`config.mk`:
```
export PLATFORM = sky130hd
export DESIGN_NAME = shared_bus_arbiter
export DESIGN_NICKNAME = d
export VERILOG_FILES = /design/src/rtl/l2_bus_pkg.sv /design/src/rtl/rr_priority_picker.sv /design/src/rtl/shared_bus_arbiter.sv
export SDC_FILE = /design/constraint.sdc
export NUM_CORES = 1
export LEC_CHECK = 0
export CAP_MARGIN = 20
export CORE_ASPECT_RATIO = 0.8
export CORE_UTILIZATION = 51
export CTS_CLUSTER_SIZE = 28
export DETAILED_ROUTE_END_ITERATION = 7
export GPL_ROUTABILITY_DRIVEN = 0
export PLACE_DENSITY = 0.94
export SYNTH_ARGS = -nofsm -noshare
export SYNTH_HDL_FRONTEND = slang
export SYNTH_HIERARCHICAL = 1
export SYNTH_SLANG_ARGS = --single-unit
export TNS_END_PERCENT = 50
```
`constraint.sdc`:
```
create_clock -name clk -period 6.55 [get_ports clk]
set_clock_uncertainty 0.1 [all_clocks]
set_input_delay 1.31 -clock clk [delete_from_list [all_inputs] [get_ports clk]]
set_output_delay 1.31 -clock clk [all_outputs]
set_load 0.02 [all_outputs]
```
`src/rtl/l2_bus_pkg.sv`:
```
// -----------------------------------------------------------------------------
// l2_bus_pkg
// Shared definitions for the L2 shared-bus arbiter:
//   - operation codes carried on req_op / bus_op (ASCII letters)
//   - snoop reply encodings and the priority merge used to combine them
//   - arbiter FSM state type
// -----------------------------------------------------------------------------
package l2_bus_pkg;

  localparam logic [7:0] OP_READ   = 8'h52;  // "R"
  localparam logic [7:0] OP_WRITE  = 8'h57;  // "W"
  localparam logic [7:0] OP_MODIFY = 8'h4D;  // "M"
  localparam logic [7:0] OP_INVAL  = 8'h49;  // "I"

  localparam logic [1:0] SNOOP_NOHIT = 2'b00;
  localparam logic [1:0] SNOOP_HIT   = 2'b01;
  localparam logic [1:0] SNOOP_HITM  = 2'b10;

  typedef enum logic [1:0] {
    ST_IDLE  = 2'd0,
    ST_GRANT = 2'd1,
    ST_SNOOP = 2'd2,
    ST_XFER  = 2'd3
  } arb_state_t;

  // HITM beats HIT beats NOHIT; the reserved code 11 never matches either
  // of the first two tests, so it falls through as NOHIT.
  function automatic logic [1:0] snoop_merge(input logic [1:0] acc,
                                             input logic [1:0] reply);
    if (acc == SNOOP_HITM || reply == SNOOP_HITM) return SNOOP_HITM;
    if (acc == SNOOP_HIT  || reply == SNOOP_HIT)  return SNOOP_HIT;
    return SNOOP_NOHIT;
  endfunction

endpackage

```
`src/rtl/rr_priority_picker.sv`:
```
// -----------------------------------------------------------------------------
// rr_priority_picker
// Purely combinational round-robin picker: scans req upward starting at
// index 'start' (wrapping at N) and returns the first set bit.
// Ports:
//   req    [N-1:0]  request vector
//   start  [IW-1:0] first index to examine (must be < N)
//   winner [N-1:0]  one-hot winner, all zero when req is zero
//   idx    [IW-1:0] index of the winner, zero when req is zero
// -----------------------------------------------------------------------------
module rr_priority_picker #(
  parameter int N  = 4,
  parameter int IW = $clog2(N)
) (
  input  logic [N-1:0]  req,
  input  logic [IW-1:0] start,
  output logic [N-1:0]  winner,
  output logic [IW-1:0] idx
);

  always_comb begin
    logic found;
    int   pos;
    winner = '0;
    idx    = '0;
    found  = 1'b0;
    pos    = 0;
    for (int k = 0; k < N; k++) begin
      pos = int'(start) + k;
      if (pos >= N) pos = pos - N;
      if (!found && req[pos]) begin
        found       = 1'b1;
        winner[pos] = 1'b1;
        idx         = IW'(pos);
      end
    end
  end

endmodule

```
`src/rtl/shared_bus_arbiter.sv`:
```
// -----------------------------------------------------------------------------
// shared_bus_arbiter
// Round-robin arbiter for NUM_REQ L2 caches sharing one bus. Each
// transaction runs GRANT -> SNOOP -> XFER; the snoop replies of all
// non-owners are merged and reported once per transaction.
//
// Optional feature: define ARB_TIMEOUT_EN to add an XFER watchdog
// (TIMEOUT cycles) and the timeout_err output port.
//
// Ports:
//   clk, rst_n     clock, asynchronous active-low reset
//   req            per-requester level request
//   req_op         per-requester 8-bit op code (byte i belongs to requester i)
//   done           per-requester transfer-complete pulse
//   snoop_result   per-cache 2-bit snoop reply
//   gnt            one-hot grant, zero in IDLE
//   bus_op         op code of the current owner, zero in IDLE
//   owner          index of the current (or most recent) owner
//   snoop_valid    one-cycle pulse, first XFER cycle
//   snoop_summary  merged snoop reply, held until the next snoop_valid
//   busy           high outside IDLE
//   timeout_err    watchdog expiry pulse (ARB_TIMEOUT_EN only)
//
// state  | meaning
// -------+----------------------------------------------------------
// IDLE   | no owner; arbitrate whenever any req is high
// GRANT  | single cycle, gnt already asserted for the new owner
// SNOOP  | SNOOP_CYCLES cycles; replies sampled in the last one
// XFER   | data transfer, ends on done[owner] (or watchdog expiry)
// -----------------------------------------------------------------------------
module shared_bus_arbiter
  import l2_bus_pkg::*;
#(
  parameter int NUM_REQ      = 4,
  parameter int SNOOP_CYCLES = 2,
  parameter int TIMEOUT      = 64
) (
  input  logic                       clk,
  input  logic                       rst_n,
  input  logic [NUM_REQ-1:0]         req,
  input  logic [NUM_REQ*8-1:0]       req_op,
  input  logic [NUM_REQ-1:0]         done,
  input  logic [NUM_REQ*2-1:0]       snoop_result,
  output logic [NUM_REQ-1:0]         gnt,
  output logic [7:0]                 bus_op,
  output logic [$clog2(NUM_REQ)-1:0] owner,
  output logic                       snoop_valid,
  output logic [1:0]                 snoop_summary,
  output logic                       busy
`ifdef ARB_TIMEOUT_EN
  ,
  output logic                       timeout_err
`endif
);

  localparam int IW = $clog2(NUM_REQ);
  localparam logic [IW-1:0] LAST_IDX = IW'(NUM_REQ - 1);

  if (NUM_REQ < 2 || NUM_REQ > 8 || SNOOP_CYCLES < 1 || SNOOP_CYCLES > 15 ||
      TIMEOUT < 1) begin : g_bad_params
    $error("shared_bus_arbiter: parameter out of range");
  end

  arb_state_t         state;
  logic [IW-1:0]      last_owner;
  logic [IW-1:0]      rr_start;
  logic [IW-1:0]      win_idx;
  logic [NUM_REQ-1:0] win_onehot;
  logic [3:0]         snoop_cnt;
  logic [1:0]         snoop_comb;

`ifdef ARB_TIMEOUT_EN
  localparam int TW = (TIMEOUT > 1) ? $clog2(TIMEOUT) : 1;
  localparam logic [TW-1:0] WD_LOAD = TW'(TIMEOUT - 1);
  logic [TW-1:0] wd_cnt;
`endif

  assign rr_start = (last_owner == LAST_IDX) ? '0 : last_owner + IW'(1);
  assign busy     = (state != ST_IDLE);

  rr_priority_picker #(
    .N  (NUM_REQ),
    .IW (IW)
  ) u_picker (
    .req    (req),
    .start  (rr_start),
    .winner (win_onehot),
    .idx    (win_idx)
  );

  // The owner's own reply is excluded: it cannot hit on its own request.
  always_comb begin
    snoop_comb = SNOOP_NOHIT;
    for (int i = 0; i < NUM_REQ; i++) begin
      if (IW'(i) != owner) snoop_comb = snoop_merge(snoop_comb, snoop_result[2*i +: 2]);
    end
  end

  always_ff @(posedge clk or negedge rst_n) begin
    if (!rst_n) begin
      state         <= ST_IDLE;
      gnt           <= '0;
      bus_op        <= '0;
      owner         <= '0;
      snoop_valid   <= 1'b0;
      snoop_summary <= SNOOP_NOHIT;
      snoop_cnt     <= '0;
      last_owner    <= LAST_IDX;
`ifdef ARB_TIMEOUT_EN
      wd_cnt        <= '0;
      timeout_err   <= 1'b0;
`endif
    end else begin
      snoop_valid <= 1'b0;
`ifdef ARB_TIMEOUT_EN
      timeout_err <= 1'b0;
`endif
      unique case (state)
        ST_IDLE: begin
          if (|req) begin
            owner  <= win_idx;
            gnt    <= win_onehot;
            bus_op <= req_op[8*win_idx +: 8];
            state  <= ST_GRANT;
          end
        end
        ST_GRANT: begin
          snoop_cnt <= 4'(SNOOP_CYCLES - 1);
          state     <= ST_SNOOP;
        end
        ST_SNOOP: begin
          if (snoop_cnt == '0) begin
            snoop_summary <= snoop_comb;
            snoop_valid   <= 1'b1;
            state         <= ST_XFER;
`ifdef ARB_TIMEOUT_EN
            wd_cnt        <= WD_LOAD;
`endif
          end else begin
            snoop_cnt <= snoop_cnt - 4'd1;
          end
        end
        ST_XFER: begin
          if (done[owner]) begin
            gnt        <= '0;
            bus_op     <= '0;
            last_owner <= owner;
            state      <= ST_IDLE;
          end
`ifdef ARB_TIMEOUT_EN
          else if (wd_cnt == '0) begin
            gnt         <= '0;
            bus_op      <= '0;
            last_owner  <= owner;
            timeout_err <= 1'b1;
            state       <= ST_IDLE;
          end else begin
            wd_cnt <= wd_cnt - TW'(1);
          end
`endif
        end
        default: state <= ST_IDLE;
      endcase
    end
  end

endmodule

```
# == After elaboration in Yosys (flattened, before gate mapping) ==
# Index checks and enable logic that the tools add are counted.
# classes
n_lt_le_gt_ge,13
muxes,92
eq_ne,25
add_sub_neg,9
n_bitwise,3
n_shift,1
n_reduce_logical,29
# ops
cell,n
32-bit by 1-bit greater-or-equal comparator with 1-bit output (second input constant),4
32-bit by 4-bit less-than comparator with 1-bit output (second input constant),4
32-bit 2-to-1 mux,4
32-bit by 4-bit greater-or-equal comparator with 1-bit output (second input constant),3
32-bit by 4-bit subtractor with 32-bit output (second input constant),3
2-bit 2-to-1 mux,28
1-bit 2-to-1 mux,38
32-bit by 6-bit variable part select with 8-bit output,1
4-bit 2-to-1 mux,7
2-bit == test (second input constant),10
2-bit by 1-bit == test with 1-bit output (second input constant),8
8-bit 2-to-1 mux,2
4-bit one-hot mux with 2 select lines,2
8-bit one-hot mux with 2 select lines,1
4-bit OR,3
1-bit binary-select mux with 2-bit select,5
1-bit demux with 2-bit select,4
2-bit inequality test (second input constant),4
2-bit one-hot mux with 4 select lines,1
2-bit AND reduction,4
2-bit nonzero test,4
1-bit logical AND,7
2-bit by 2-bit adder with 3-bit output (second input constant),2
1-bit logical OR,6
13 further kinds,17
# totals
word_cells,180
regBits,25
out_inout_bits,18
inputBits,50

# == Logic depth before layout (Yosys ltp) ==
# Gate-level depths: netlist of the first run.
# depth
ltp_word,35
depth_mapped,13
depth_no_buf,11

# == By module ==
# Netlist of the first run, hierarchy kept.
# modules_own_cells
module,area_per_inst_um2,cells_each,seq_area_each_um2,instances
shared_bus_arbiter,1654.1,146,628.1,1
rr_priority_picker,478.0,51,0.0,1

# == Worst setup path before layout of the first run ==
# Ideal clock, no wire load.
# synth_path
path_kind,flip-flop to flip-flop
from,reg last_owner[0]
to,reg bus_op[2]
n_path_buf,2
stages_incl_launch_ff,14
required_time_ns,6.325
t_arrival_ns,3.384
setup_time_ns,0.125
slack_ns,2.941
period_less_slack_ns,3.609
cell_sequence,dfstp_2 > ha_1 > nor2_1 > buf_6 > inv_1 > ha_1 > mux4_2 > nor2b_4 > o21ai_1 > o31ai_1 > buf_2 > mux4_2 > nor2b_1 > mux2_4
# synth_between
elab_chain_len,20
word_cells_on_any_way,46
classes_between,8 x add/sub; 4 x order compare; 1 x eq/ne; 1 x shift; 26 x mux; 6 x reduce/logical
# synth_rtl
item,line_no,source
start: declaration,shared_bus_arbiter.sv:65,logic [IW-1:0] last_owner;
start signal: assignment,shared_bus_arbiter.sv:147,last_owner <= owner;
2-bit by 1-bit adder with 2-bit output / 2-bit == test (equally long branches),shared_bus_arbiter.sv:78,assign rr_start = (last_owner == LAST_IDX) ? '0 : last_owner + IW'(1);
2-bit 2-to-1 mux (*),shared_bus_arbiter.sv:78,
via rr_start[0],shared_bus_arbiter.sv:66,logic [IW-1:0] rr_start;
"parallel branches: the longest is 14 deep, another holds 32-bit by 4-bit subtractor with 32-bit output",-,
2-bit 2-to-1 mux (*),rr_priority_picker.sv:31,if (!found && req[pos]) begin
via win_idx[0],shared_bus_arbiter.sv:67,logic [IW-1:0] win_idx;
32-bit by 6-bit variable part select with 8-bit output (*),shared_bus_arbiter.sv:123,bus_op <= req_op[8*win_idx +: 8];
8-bit 2-to-1 mux (*),shared_bus_arbiter.sv:120,if (|req) begin
8-bit one-hot mux with 2 select lines (*),shared_bus_arbiter.sv:118,unique case (state)
end signal: assignment,shared_bus_arbiter.sv:123,
end: declaration,shared_bus_arbiter.sv:45,"output logic [7:0] bus_op,"
# Mark *: on every way through the listed nets, which the timed path passes. The select of a mux whose other input is x is not followed.
# A chain may end at the register's enable or synchronous reset.

# == Worst setup path after layout of the first run ==
# layout_path
from,in req[3]
to,reg bus_op[1]
# layout_between
elab_chain_len,16
word_cells_on_any_way,31
classes_between,1 x eq/ne; 1 x shift; 21 x mux; 8 x reduce/logical
# layout_rtl
item,line_no,source
start: declaration,shared_bus_arbiter.sv:40,"input logic [NUM_REQ-1:0] req,"
1-bit binary-select mux with 2-bit select,rr_priority_picker.sv:31,
1-bit 2-to-1 mux (implied by the code) (2 in series),rr_priority_picker.sv:31,
1-bit 2-to-1 mux,rr_priority_picker.sv:31,
1-bit zero test,rr_priority_picker.sv:31,
1-bit logical AND,rr_priority_picker.sv:31,
1-bit 2-to-1 mux,rr_priority_picker.sv:31,
1-bit zero test,rr_priority_picker.sv:31,
1-bit logical AND,rr_priority_picker.sv:31,
1-bit 2-to-1 mux,rr_priority_picker.sv:31,
1-bit zero test,rr_priority_picker.sv:31,
1-bit logical AND,rr_priority_picker.sv:31,
2-bit 2-to-1 mux (*),rr_priority_picker.sv:31,
via win_idx[1],shared_bus_arbiter.sv:67,
32-bit by 6-bit variable part select with 8-bit output (*),shared_bus_arbiter.sv:123,
8-bit 2-to-1 mux (*),shared_bus_arbiter.sv:120,
8-bit one-hot mux with 2 select lines (*),shared_bus_arbiter.sv:118,
# Mark *: on every way through the listed nets, which the timed path passes. The rest lies on a longest branch. The select of a mux whose other input is x is not followed.

==> results.md, run 1 <==
Clock tree:
- The longest clock path from root to sink contains 2 buffers.
- The number of buffers inserted by hold repair at cts is 0.
- Post-CTS timing repair inserted 0 buffers for setup.
- The clock insertion delay at the later pin of the skew report is between 200 and 300 ps.
- The CTS tree is yes.
- The number of CTS-inserted buffers is 3.
- The deepest level of the CTS H-tree is 1.
- The buffer type at the clock tree root is sky130_fd_sc_hd__clkbuf_8.
- For this design, the sink count on the clock tree is 25.
- Post-CTS repair changed the size of 0 cells.
- The register clock-pin slew on the reported worst setup and hold paths is 90 ps.

Setup path:
- The data arrival time of the critical path is 4430 ps.
- The delay of the slowest cell on the worst path is 760 ps.
- The data required time of the critical path is ~6600 ps.
- Traced cell by cell, the critical path runs through clkdlybuf4s50_1, mux4_2, nor2b_4, a221oi_2, o2bb2ai_1, mux4_2, nor2b_1, mux2_4.
- By instance count, the cell type seen most on the critical path is sky130_fd_sc_hd__mux4_2.
- The depth of the worst register-to-register path is 12.
- The startpoint of the worst-slack reg-to-reg timing path is last_owner[0].
- STA classifies the critical path endpoint as a flop.
- The endpoint identified for the worst register-to-register timing path is bus_op[1].
- The slowest library cell on the worst path is sky130_fd_sc_hd__o2bb2ai_1.
- The most critical setup path has its endpoint at bus_op[1].
- In this run the worst path has a maximum fanout of 9.
- The type of origin of the critical path is an input pin.
- The internal reg-to-reg setup slack is roughly 2300 ps.
- The launching element of the worst setup path is req[3].
- The critical path class is in -> reg.

Synthesis:
- The xor-xnor portion of the synthesized cell area is 0.
- Counting flops with an async set or reset pin after synthesis yields a share of 1.00.
- The count of flip-flops with a built-in enable after synthesis is 0.
- The share of synthesized area spent on multiplexers is 0.249.
- By area, the combinational part of the netlist is dominated by multiplexers.
- The simple-gate portion of the synthesized area is 0.171.
- In this run the mean area of a mapped cell was 10.8 sq um.
- During synthesis, Yosys emitted a total of 6 warnings.
- The leading register cell type out of synthesis is sky130_fd_sc_hd__dfrtp_1.
- Summing every instance area after synthesis gives ~2100 sq um.
- The synthesized netlist contains 47 unique library cells.
- The synthesized design contains 25 register bits.
- The net count after synthesis is roughly 260.
- The share of the synthesized area in compound gates (AO/OA/AOI/OAI) is 0.140.
- Of the total synthesized cell area, the portion taken by full adders, half adders and majority gates is 0.0927.
- The share of the Yosys chip area taken by registers is 0.295.
- Synthesis handed over a netlist of between 150 and 200 instances.

Layout:
- In the layout the commonest cells are sky130_fd_sc_hd__clkdlybuf4s50_1, sky130_fd_sc_hd__dfrtp_1, sky130_fd_sc_hd__nor2b_1.
- The signed area change from the synthesized netlist to the final layout is 35.6%.
- The final cell count without fillers is between 300 and 400.
- The library cell used most frequently in the layout, excluding fill and tap cells, is sky130_fd_sc_hd__clkdlybuf4s50_1.
- Of the cells placed in the final design, the portion with a size suffix greater than 1 is 0.179.
- At the end of the flow, the number of nets in the layout was 329.
- The number of antenna diodes in the final layout is 0.

Global route:
- The combined global-route utilization of all metal layers is 0.248.
- The sum of overflow across all layers after global routing is 0.
- The pin count of the biggest net entering global routing is 26.
- The first global-routing pass estimated between 8 and 9 mm of wire.
- The via count of the first global-routing pass is roughly 1,800.
- The number of antenna violations at the first check in global routing was 0.

Detailed routing:
- The number of remaining DRC errors is 0.
- The first-pass iteration count of the detailed router is 4.
- The detailed router placed about 1,800 vias in this run.
- After detailed routing, the number of vias per cell comes to between 5 and 6.
- In this run the remaining antenna-violating nets after routing total 0.
- The final wirelength is around 5.3 mm.
- The average routed wire per standard cell is 16.7 um.
- The first routing iteration left between 60 and 70 violations.

Timing:
- Summed over all failing endpoints, the final setup total negative slack is 0 ps.
- The number of failing setup endpoints in the final timing report is 0.
- The final count of hold timing violations came to 0.
- The setup slack after layout is 2190 ps.
- The count of pins over their slew limit came to 0.
- The worst max-slew margin expressed relative to the limit is 0.358.
- Derived from the worst setup path, the maximum achievable clock frequency is 0.229 GHz.
- The portion of the clock cycle consumed by the worst path in the final layout is 0.666.
- For the pin with the worst max-slew slack, the measured transition is just under 1000 ps.
- Setup repair after global routing left no endpoint under its margin.
- For the finished layout, the period the worst path requires is about 4400 ps.

Min path:
- The worst hold path was traced through 2 stages.
- The tightest min-delay check is of the reg -> reg type.

Floorplanning:
- Pin placement for this block handled 68 I/O pins.
- For this configuration, the core starts out at a cell density of 0.546.
- The die area is ~4400 sq um.
- Measured along the x axis, the die boundary spans roughly 74 um.
- The count of standard-cell rows is 20.
- The die outline height is approximately 60 um.
- The region available for standard cell placement spans a little under 4000 sq um.

Power:
- The design draws between 1500 and 2000 uW.
- For this design the static power due to leakage is about 0.0012 uW.
- IR analysis of the VDD net gives a maximum drop of slightly below 300 uV.
- For this design the ratio of total power to cell area is roughly 600 nW/um^2.

Status:
- The flow ran to the end, and the final reports show no timing, DRC or antenna violations.

Placement:
- The count of buffers added on input and output ports is 67.
- The placed wire-length estimate after detailed placement is roughly 4.0 mm.
- The post-placement setup slack is 1780 ps.
- The number of placed instances, taps included is 312.

Job:
- The tool flagged a number of max-cap violations equal to 0.
-- Yosys cell counts, types with 2 or more instances --
cell type	count	area, sq um
sky130_fd_sc_hd__o31ai_1	2	15.0
sky130_fd_sc_hd__dfstp_2	2	52.6
sky130_fd_sc_hd__a221oi_1	4	35.0
sky130_fd_sc_hd__mux4_2	13	293
sky130_fd_sc_hd__a21oi_1	2	10.0
sky130_fd_sc_hd__dfrtp_1	23	576
sky130_fd_sc_hd__mux2_2	7	78.8
sky130_fd_sc_hd__a32oi_1	2	17.5
sky130_fd_sc_hd__a31oi_1	2	12.5
sky130_fd_sc_hd__nor2_1	7	26.3
sky130_fd_sc_hd__a21o_1	2	15.0
sky130_fd_sc_hd__o2bb2ai_1	5	43.8
sky130_fd_sc_hd__nand2b_1	6	37.5
sky130_fd_sc_hd__buf_6	3	33.8
sky130_fd_sc_hd__nand2_1	13	48.8
sky130_fd_sc_hd__ha_1	15	188
sky130_fd_sc_hd__nand3_1	2	10.0
sky130_fd_sc_hd__o21ai_0	9	45.0
sky130_fd_sc_hd__nand3b_1	2	15.0
sky130_fd_sc_hd__inv_1	15	56.3
sky130_fd_sc_hd__buf_2	3	15.0
sky130_fd_sc_hd__nor2b_1	22	138
sky130_fd_sc_hd__nor3_1	2	10.0
sky130_fd_sc_hd__mux2_4	10	150
sky130_fd_sc_hd__clkbuf_1	2	7.51
-- state kept, by name, indices dropped and copies added, names as in the netlist --
name	count
bus_op	8
gnt	4
last_owner	2
owner	2
snoop_cnt	4
snoop_summary	2
snoop_valid	1
state	2
-- kinds of logic (layout without fill, tap and decap cells) --
family,Yosys count,in the layout
fa+ha+maj,16,16
mux,31,31
simple gates,62,62
flops,25,25
buf+inv,23,89
compound gates,40,40
-- where the power goes --
group | internal [uW] | total [uW] | switching, uW | leakage, uW
logic | 710 | 1340 | 631 | 0.000893
clock network | 43.1 | 94.2 | 51.1 | 0.0000217
registers | 237 | 305 | 67.1 | 0.000305
-- final cells by class --
type	count	area, sq um
clock inverters	1	7.51
well taps	55	68.8
flip-flops and latches	25	628
fillers	267	1010
repair buffers	70	693
multi-input cells	149	1400
inverters	15	56.3
clock buffers	3	41.3
-- metrics by stage --
step	util	area [sq um]	hold WS [ps]
finish	0.741	2890	397
detailed placement	0.724	2830	385
floorplan	-	2130	360
global placement	0.724	2830	370
global route	0.741	2890	417
CTS	0.737	2880	397
-- critical path: cells and delay by family --
kind / cells / cell delay, ps
AND/OR/NAND/NOR: 2 / 390
AO/OA/AOI/OAI: 2 / 840
multiplexers: 3 / 1340
buffers and inverters: 1 / 550
-- worst min-delay path by stage --
stage	slack, ps	startpoint	to
after global routing	420	last_owner[1]	last_owner[1]
after global placement	370	last_owner[1]	last_owner[1]
after CTS	400	last_owner[1]	last_owner[1]
after floorplan	360	last_owner[1]	last_owner[1]
final	400	last_owner[1]	last_owner[1]
after detailed placement	380	last_owner[1]	last_owner[1]
-- routing by layer --
metal	GRT usage	routed length (um)	vias up	part of all wire
met5	0	0	-	0
met4	0.0485	48	0	0.0090
li1	-	-	853	-
met1	0.307	2320	875	0.44
met2	0.434	2500	79	0.47
met3	0.0725	436	6	0.082
No activity file was read; power rests on OpenSTA's default activity.
==> inputs of run 2 (changes only) <==
--- a/config.mk
+++ b/config.mk
@@ -7,11 +7,11 @@
 export LEC_CHECK = 0
 export CAP_MARGIN = 20
 export CORE_ASPECT_RATIO = 0.8
-export CORE_UTILIZATION = 51
+export CORE_UTILIZATION = 47
 export CTS_CLUSTER_SIZE = 28
 export DETAILED_ROUTE_END_ITERATION = 7
 export GPL_ROUTABILITY_DRIVEN = 0
-export PLACE_DENSITY = 0.94
+export PLACE_DENSITY = 0.88
 export SYNTH_ARGS = -nofsm -noshare
 export SYNTH_HDL_FRONTEND = slang
 export SYNTH_HIERARCHICAL = 1
==> constraint.sdc (replaced) <==
create_clock -name clk -period 4.35 [get_ports clk]
set_clock_uncertainty 0.1 [all_clocks]
set_input_delay 0.87 -clock clk [delete_from_list [all_inputs] [get_ports clk]]
set_output_delay 0.87 -clock clk [all_outputs]
set_load 0.02 [all_outputs]
==> results.md, run 2 (synthesis gave the netlist of run 1 again) <==
Floorplanning:
- The number of top-level pins is 68.
- The core area is around 4300 sq um.
- The die area is between 4000 and 5000 sq um.
- The initial utilization of the core area, before any placement, comes to 0.501.
- The width of the die is approximately 77 um.
- The die outline height is slightly above 60 um.
- The count of standard-cell rows is 21.

Setup path:
- The startpoint of the worst-slack reg-to-reg timing path is last_owner[0].
- Walking the worst path, the cells encountered are ha_1, inv_1, ha_1, mux4_2, nor2b_4, a221oi_2, o2bb2ai_1, mux4_2, nor2b_1, mux2_4.
- The critical path class is reg -> reg.
- The critical path capture point type is a flop.
- The delay of the slowest cell on the worst path is about 700 ps.
- The worst register-to-register path has a depth of 10.
- The endpoint of the worst-slack reg-to-reg timing path is bus_op[5].
- STA puts the critical path data required time at 4420 ps.
- The type of origin of the critical path is a flop.
- The biggest fanout along the worst timing path is 10.
- The internal reg-to-reg setup slack is approximately 300 ps.
- The gate family responsible for the most delay along the worst path is multiplexers.
- The slowest library cell on the worst path is sky130_fd_sc_hd__o2bb2ai_1.
- The total buffers and inverters traversed by the critical path is 1.
- The data arrival time of the critical path is roughly 4000 ps.

Clock tree:
- Clock-pin slew was measured on the worst setup and hold paths at 100 ps.
- TritonCTS built the clock tree.
- The number of clock buffers added by TritonCTS is 3.
- The clock drives 25 sinks.
- The deepest level of the CTS H-tree is 1.
- The clock passes through at most 2 buffers.
- The total of cells resized after clock tree synthesis is 0.
- The buffer type at the clock tree root is sky130_fd_sc_hd__clkbuf_8.
- After clock tree synthesis, the setup repair step added 0 buffers.
- The clock reaches the later pin of the worst-skew pair after 270 ps.
- Buffers inserted to repair hold after CTS numbered 0.

Detailed routing:
- Dividing the detail-routed wire length by the instance count gives roughly 16 um.
- For this run, design rule violations remaining after detail routing come to 0.
- The DRC marker count from the first detailed-route iteration is about 190.
- Dividing the detail-routed via count by the number of cells gives ~5.6.
- The post-route antenna net violation count is 0.
- The via total after detailed routing is around 1,800.
- After detailed routing, the total wire length is 5.14 mm.
- The first TritonRoute pass finished after 4 iterations.

Layout:
- Of the cells placed in the final design, the portion with a size suffix greater than 1 is 0.179.
- The most frequent standard cell in the layout excluding fill and tap cells is sky130_fd_sc_hd__clkdlybuf4s50_1.
- The top cell types in the final layout, fill and taps aside, are sky130_fd_sc_hd__clkdlybuf4s50_1, sky130_fd_sc_hd__dfrtp_1, sky130_fd_sc_hd__nor2b_1.
- The total inserted antenna cells is 0.
- The signed area change from the synthesized netlist to the final layout is 36.7%.
- Summing all multi-input logic gate instances after layout gives between 1000 and 1500 sq um.
- The register bank with the most flops is bus_op.
- The largest registers in the layout are bus_op x8, gnt x4, snoop_cnt x4.
- The number of flip-flops in the largest register is 8.
- The net count of the finished layout is about 330.
- After routing the design area is ~2900 sq um.
- Registers take between 600 and 700 sq um.
- The fill cell instance count of the final layout is between 300 and 400.

Global route:
- The first global-routing pass estimated 8.57 mm of wire.
- The via count of the first global-routing pass was ~1,700.
- Entering global routing, the biggest net connects 19 pins.
- The number of antenna violations at the first check in global routing is 0.
- For this run the aggregate overflow at the end of global routing stands at 0.
- The combined global-route utilization of all metal layers is 0.227.

Power:
- VDD sags by at most between 300 and 400 uV.
- In this run the static leakage power is roughly 0.0012 uW.
- The power density of the placed cells is between 800 and 900 nW/um^2.

Placement:
- The number of buffer cells added on primary ports is between 60 and 70.
- The wire-length estimate of the detail-placed layout is between 4 and 5 mm.
- Summing all placed instances gives a cell area of ~2900 sq um.

Timing:
- In this run the tightest slew margin relative to its limit is 0.410.
- The portion of the clock cycle consumed by the worst path in the final layout is 0.931.
- In the final timing run, aggregate negative setup slack is 0 ps.
- The count of pins over their slew limit is 0.
- The final count of hold timing violations is 0.
- The pin slew with the least headroom to its limit is between 800 and 900 ps.
- Based on the critical path, the design can be clocked at up to between 0.2 and 0.25 GHz.
- Subtracting the final worst setup slack from the clock period gives a little over 4000 ps.
- Setup violations remaining at the end of the flow were counted as 0.
- Setup repair after global routing left no endpoint under its margin.

Job:
- The number of max-cap violations is 0.

Min path:
- The worst hold path belongs to the class reg -> reg.
- In this run the most critical hold path is launched from last_owner[1].
- The end point of the most critical hold path is last_owner[1].
- Along the worst hold path, the cell count comes to 2.

Status:
- The flow ran to the end, and the final reports show no timing, DRC or antenna violations.
run 2: cell counts in the layout (fill, tap and decap cells not counted):
No cell type changed its count.
run 2: layout make-up:
class / instances / share of cell area
Multi-Input combinational cell: 149 / 0.479
Tap cell: 57 / 0.0245
Sequential cell: 25 / 0.216
Clock inverter: 1 / 0.00258
Inverter: 15 / 0.0193
Timing Repair Buffer: 70 / 0.245
Clock buffer: 3 / 0.0142
run 2: metal layers:
metal | GRT usage | wire length (um) | vias to the layer above
met5 | 0 | 0 | -
met4 | 0.0495 | 59 | 0
met3 | 0.0353 | 336 | 6
met2 | 0.388 | 2460 | 86
met1 | 0.302 | 2280 | 840
li1 | - | - | 854
run 2: stage by stage:
step / utilization / setup slack, ps / total power, uW / std cells / hold slack (ps)
2_1_floorplan: - / 741 / 2000 / 197 / 360
3_3_place_gp: 0.667 / 357 / 2370 / 315 / 373
3_5_place_dp: 0.673 / 234 / 2450 / 316 / 378
4_1_cts: 0.685 / 310 / 2600 / 320 / 390
5_1_grt: 0.685 / 65.9 / 2800 / 320 / 427
6_report: 0.685 / 299 / 2600 / 320 / 383
run 2: worst max path at each step:
stage	to	startpoint	slack (ps)	cells past startpoint
3_3_place_gp	bus_op[7]	req[3]	360	8
5_1_grt	bus_op[2]	last_owner[0]	70	10
3_5_place_dp	bus_op[5]	req[3]	230	8
6_report	bus_op[5]	last_owner[0]	300	10
4_1_cts	bus_op[5]	last_owner[0]	310	10
2_1_floorplan	bus_op[2]	last_owner[0]	740	13
run 2: worst reg2reg max path, stage by stage, from the launching register on:
cell and delay (ps):
sky130_fd_sc_hd__dfstp_2 550, sky130_fd_sc_hd__ha_1 350, sky130_fd_sc_hd__inv_1 190, sky130_fd_sc_hd__ha_1 460, sky130_fd_sc_hd__mux4_2 470, sky130_fd_sc_hd__nor2b_4 220
sky130_fd_sc_hd__a221oi_2 80, sky130_fd_sc_hd__o2bb2ai_1 700, sky130_fd_sc_hd__mux4_2 420, sky130_fd_sc_hd__nor2b_1 140, sky130_fd_sc_hd__mux2_4 270
run 2: power breakdown:
part	switching [uW]	internal, uW	total, uW
Combinational	933	1070	2000
Clock	75.4	64.9	140
Sequential	98.6	358	456
Total	1110	1490	2600
